===== src/rtl/sort_pkg.sv =====
// Shared definitions for the streaming sort engine.
package sort_pkg;

    typedef enum logic {
        ST_FILL = 1'b0,
        ST_EMIT = 1'b1
    } state_t;

endpackage


===== src/rtl/sort_ins_cell.sv =====
// One store position of the insertion sorter: picks its next entry from the upper
// neighbour, the incoming sample, or itself, and reports whether the new sample outranks it.
module sort_ins_cell #(
    parameter int W  = 8,
    parameter int IW = 2
) (
    input  logic [W-1:0]  own_data,
    input  logic [IW-1:0] own_idx,
    input  logic          own_valid,
    input  logic [W-1:0]  up_data,
    input  logic [IW-1:0] up_idx,
    input  logic          up_gt,
    input  logic [W-1:0]  new_data,
    input  logic [IW-1:0] new_idx,
    input  logic          ins_en,
    output logic [W-1:0]  next_data,
    output logic [IW-1:0] next_idx,
    output logic          gt
);

    // Strict compare keeps equal values in arrival order; an empty slot always loses.
    assign gt = !own_valid || (new_data > own_data);

    always_comb begin
        next_data = own_data;
        next_idx  = own_idx;
        if (ins_en) begin
            if (up_gt) begin
                next_data = up_data;
                next_idx  = up_idx;
            end else if (gt) begin
                next_data = new_data;
                next_idx  = new_idx;
            end
        end
    end

endmodule


===== src/rtl/sort4_stream.sv =====
// Serial-in/serial-out descending sorter: insert N samples into a ranked store, then
// emit them largest-first with their arrival index.
module sort4_stream
    import sort_pkg::*;
#(
    parameter int  W  = 8,
    parameter int  N  = 4,
    localparam int IW = $clog2(N)
) (
    input  logic          clk,
    input  logic          rst_n,
    input  logic          in_valid,
    output logic          in_ready,
    input  logic [W-1:0]  in_data,
    output logic          out_valid,
    input  logic          out_ready,
    output logic [W-1:0]  out_data,
    output logic [IW-1:0] out_idx,
    output logic          out_last,
    output logic          busy
);

    state_t        state_q, state_d;
    logic [IW-1:0] count_q, count_d;
    logic [IW-1:0] ptr_q, ptr_d;
    logic [W-1:0]  data_q [N];
    logic [W-1:0]  data_d [N];
    logic [IW-1:0] idx_q [N];
    logic [IW-1:0] idx_d [N];

    logic [W-1:0]  nxt_data [N];
    logic [IW-1:0] nxt_idx [N];
    logic          gt_w [N];
    logic          ins_en;
    logic          last_gt_unused;

    assign ins_en         = (state_q == ST_FILL) && in_valid;
    assign last_gt_unused = gt_w[N-1];

    genvar gi;
    generate
        for (gi = 0; gi < N; gi++) begin : g_cell
            logic [W-1:0]  up_data;
            logic [IW-1:0] up_idx;
            logic          up_gt;
            if (gi == 0) begin : g_top
                assign up_data = '0;
                assign up_idx  = '0;
                assign up_gt   = 1'b0;
            end else begin : g_chain
                assign up_data = data_q[gi-1];
                assign up_idx  = idx_q[gi-1];
                assign up_gt   = gt_w[gi-1];
            end

            sort_ins_cell #(.W(W), .IW(IW)) u_cell (
                .own_data  (data_q[gi]),
                .own_idx   (idx_q[gi]),
                .own_valid (count_q > IW'(gi)),
                .up_data   (up_data),
                .up_idx    (up_idx),
                .up_gt     (up_gt),
                .new_data  (in_data),
                .new_idx   (count_q),
                .ins_en    (ins_en),
                .next_data (nxt_data[gi]),
                .next_idx  (nxt_idx[gi]),
                .gt        (gt_w[gi])
            );
        end
    endgenerate

    always_comb begin
        state_d = state_q;
        count_d = count_q;
        ptr_d   = ptr_q;
        data_d  = nxt_data;
        idx_d   = nxt_idx;
        case (state_q)
            ST_FILL: begin
                if (in_valid) begin
                    if (count_q == IW'(N-1)) begin
                        count_d = '0;
                        state_d = ST_EMIT;
                    end else begin
                        count_d = count_q + IW'(1);
                    end
                end
            end
            ST_EMIT: begin
                if (out_ready) begin
                    if (ptr_q == IW'(N-1)) begin
                        ptr_d   = '0;
                        state_d = ST_FILL;
                        for (int k = 0; k < N; k++) begin
                            data_d[k] = '0;
                            idx_d[k]  = '0;
                        end
                    end else begin
                        ptr_d = ptr_q + IW'(1);
                    end
                end
            end
            default: state_d = ST_FILL;
        endcase
    end

    always_ff @(posedge clk or negedge rst_n) begin
        if (!rst_n) begin
            state_q <= ST_FILL;
            count_q <= '0;
            ptr_q   <= '0;
            for (int k = 0; k < N; k++) begin
                data_q[k] <= '0;
                idx_q[k]  <= '0;
            end
        end else begin
            state_q <= state_d;
            count_q <= count_d;
            ptr_q   <= ptr_d;
            for (int k = 0; k < N; k++) begin
                data_q[k] <= data_d[k];
                idx_q[k]  <= idx_d[k];
            end
        end
    end

    assign in_ready  = (state_q == ST_FILL);
    assign out_valid = (state_q == ST_EMIT);
    assign out_data  = out_valid ? data_q[ptr_q] : '0;
    assign out_idx   = out_valid ? idx_q[ptr_q] : '0;
    assign out_last  = out_valid && (ptr_q == IW'(N-1));
    assign busy      = (state_q == ST_EMIT) || (count_q != '0);

endmodule


===== config.mk =====
export PLATFORM = sky130hd
export DESIGN_NAME = sort4_stream
export DESIGN_NICKNAME = d
export VERILOG_FILES = /design/src/rtl/sort_pkg.sv /design/src/rtl/sort_ins_cell.sv /design/src/rtl/sort4_stream.sv
export SDC_FILE = /design/constraint.sdc
export NUM_CORES = 1
export LEC_CHECK = 0
export CELL_PAD_IN_SITES_DETAIL_PLACEMENT = 1
export CELL_PAD_IN_SITES_GLOBAL_PLACEMENT = 1
export CORE_ASPECT_RATIO = 1.25
export CORE_UTILIZATION = 35
export DETAILED_ROUTE_END_ITERATION = 7
export PLACE_DENSITY = 0.75
export SYNTH_ARGS = -nofsm -noshare
export SYNTH_HDL_FRONTEND = slang
export SYNTH_SLANG_ARGS = --single-unit
export TNS_END_PERCENT = 100

===== constraint.sdc =====
create_clock -name clk -period 2.4 [get_ports clk]
set_clock_uncertainty 0.1 [all_clocks]
set_input_delay 0.6 -clock clk [delete_from_list [all_inputs] [get_ports clk]]
set_output_delay 0.6 -clock clk [all_outputs]
set_load 0.03 [all_outputs]

==> summary.txt <==
Timing
  • Post-layout minimum cycle time: between 2 and 2.5 ns
  • Rel. slew slack: 61.7%
  • Fin Setup TNS: -0.233 ns
  • Unrepaired setup endpoints after global routing: yes
  • # setup viols final: 7
  • Worst slew pin tran: 0.574 ns
  • Max Freq: approximately 410 MHz
  • Final WS setup: -0.0669 ns
  • Final Cycle Share: 103%
  • Final hold viol count: 0
  • Min Hold Slack: about 0.19 ns
  • Max-slew violation count: 0

Clock tree
  • Reg clk slew, reported paths: approximately 0.07 ns
  • Clk sinks: 45
  • Clock Tree Buf Depth: 2
  • H-tree Lvls: 2
  • Skew-Pair Late Insertion Delay: approximately 0.3 ns
  • Root buf cell: clkbuf_16
  • Hold-fix buffers, CTS: 0
  • CTS tree: done
  • Inserted Clock Buffers: 5

Global route
  • First-pass GRT wire length: around 18,000 microns
  • Largest net degree at the start of global routing: 26
  • Number of antenna violations at the first check in global routing: 0
  • Overall routing resource usage: between 20% and 30%
  • Vias in the first global route: between 3,000 and 4,000
  • Total gr overflow: 0

Setup path
  • FF-to-FF path depth: 8
  • Crit Path Category: flop to flop
  • CP Max Fanout: 8
  • Worst Path Required: approximately 2.5 ns
  • Startpoint types: flop
  • Critical path arrival: approximately 2.5 ns
  • CP Cell Sequence: inv_2, ha_4, nor2b_4, o211a_1, or4_4, nand2_4, mux2i_1, o22ai_1
  • Slowest cell on crit path: or4_4
  • CP startpoint: g_cell[2].up_data[1]
  • CP endpoint kind: flop
  • Critical path's largest stage delay: between 0.6 and 0.7 ns
  • FF-to-FF Start: g_cell[2].up_data[1]

Yosys
  • Synth async-reset ratio: 100%
  • Post-Syn Instances: 339
  • Number of synthesized flops with an enable pin: 0
  • Post-synth top flop: dfrtp_1
  • Syn Area/Cell: about 9.7 sq um
  • Synth warnings: 0
  • Register bit total from synthesis: 45
  • Post-Syn Nets: about 380
  • Post-synth cell types: 43
  • Mapped Area: between 3000 and 4000 sq um
  • Sequential fraction of the synthesis area: between 30 and 40%

Routing
  • Routed wire length per instance: around 22 microns
  • DRT iter0 DRCs: between 100 and 150
  • First-pass DRT Iterations: 4
  • Post-Route WL: about 12,000 microns
  • Routed Antenna Nets: 0
  • Vias per cell: approximately 5.8
  • DR vias: 3,183
  • DRC: 0

Power
  • Pwr Density: roughly 1500 nW/um^2
  • Maximum vdd drop: 0.668 mV
  • P_leak: ~2.1 nW

Floorplan
  • Die Wd: ~89 microns
  • CORE AREA: just over 9000 sq um
  • Cell row count: 39
  • Ports: 26
  • Die footprint: ~10000 sq um
  • Die Y: ~110 microns
  • Starting Density: a little over a third

Flow run
  • Max-cap violations: 0

Layout
  • Most common cell after layout, fill and taps aside: buf_4
  • Finished Layout Cells: 551
  • Area of the multi-input gates: between 2000 and 2500 sq um
  • Layout area overhead: 40.6%
  • Diode count: 0
  • Nets@finish: 467
  • Share of the core filled with cells: around 51%
  • Number of fill cells: ~1,100
  • Layout cells sized above 1: 40.2%
  • Most frequent cells in the layout: buf_4 (65), dfrtp_1 (44), nor2_1 (39), mux2i_1 (30)
  • Register area: around 1100 sq um

Placement
  • Place WS: -0.781 ns
  • PortBufs: 25
  • Placer Congestion: roughly 0.86
  • Placed cells: approximately 530
  • Detailed placement HPWL: around 8000 microns

Min path
  • Worst min path class: input pin to async pin

Status
  • Status: finished with violations
  • Failing checks: negative setup slack
==> final timing paths <==
path	endpoint	slack (ns)
setup reg to reg	g_cell[2].up_data[3]	-0.07
hold reg to reg	g_cell[1].up_idx[0]	0.46
hold / removal	data_q[0]	0.19
max in group asynchronous	g_cell[2].up_data[4]	1.45
min in group clk	g_cell[1].up_idx[0]	0.46
setup / recovery	g_cell[2].up_data[3]	-0.07
==> critical path, delay by kind of cell (launching register included) <==
family	cells	cell delay, ns
buffers and inverters	1	0.09
DFF	1	0.41
muxes	1	0.22
and+or+nand+nor	3	0.99
adders and majority gates	1	0.20
AOI/OAI and AO/OA	2	0.32
==> per-stage QoR <==
stage	area (sq um)	power, mW
after floorplan	3330	3.91
after global routing	4640	7.56
after detailed placement	4080	5.51
after global placement	4080	5.33
final	4640	7.16
after CTS	4440	6.68
==> area by class of cell <==
| class | count | share of cell area (%) |
|---|---|---|
| multi-input combinational | 251 | 48.8 |
| sequential | 45 | 24.3 |
| timing repair buffer | 97 | 17.6 |
| tap | 123 | 3.32 |
| clock buffer | 6 | 2.99 |
| inverter | 27 | 2.18 |
| clock inverter | 2 | 0.809 |
==> synth_stat cells (2+ instances only) <==
cell type,count,share of area [%]
ha_1,28,11
clkbuf_1,7,0.80
o22ai_1,9,1.7
buf_1,4,0.45
or3_1,3,0.57
nor2_1,40,4.5
nand4_1,4,0.76
nand2_1,9,1.0
o211ai_1,2,0.45
and2_1,11,2.1
a31oi_1,10,1.9
nor2b_1,7,1.3
inv_1,27,3.1
dfrtp_1,45,34
a211oi_1,11,2.5
nand3_1,2,0.30
clkbuf_8,3,1.3
mux4_2,10,6.8
mux2_2,8,2.7
mux2i_1,32,9.7
a21oi_1,17,2.6
buf_4,2,0.45
o21ai_0,28,4.2
==> registers in the layout, summed over array words and instances, names as in the netlist <==
register,flops
out_valid,1
data_q,8
g_cell.up_data,24
count_q,2
g_cell.up_idx,6
idx_q,2
ptr_q,2
==> per-layer routing <==
| metal | global-route usage (%) | wire length (microns) |
|---|---|---|
| met1 | 30.7 | 4730 |
| met2 | 42.6 | 6300 |
| met3 | 3.89 | 582 |
| met4 | 11.9 | 619 |
| met5 | 0 | 0 |
==> timing repair <==
action | in CTS | in global routing
endpoints found under the setup margin | 50 | 39
pin swaps | 15 | 26
setup buffers | 9 | 4
cloned | 3 | 0
gates resized for setup | 101 | 38
==> cells by family after synthesis <==
family	count (synthesis)	share of synthesized area, %
multiplexers	50	19.3
flip-flops	45	34.1
AND/OR/NAND/NOR	84	13.1
adder cells (fa/ha/maj)	28	10.6
AO/OA/AOI/OAI	86	15.9
buffers and inverters	46	7.05
==> power breakdown <==
| group | leakage, nW | switching [mW] | internal, mW |
|---|---|---|---|
| combinational | 1.49 | 2.54 | 2.32 |
| sequential | 0.530 | 0.308 | 1.15 |
| clock | 0.0831 | 0.319 | 0.521 |
| total | 2.11 | 3.17 | 3.98 |
(Power assumes the default switching activity.)
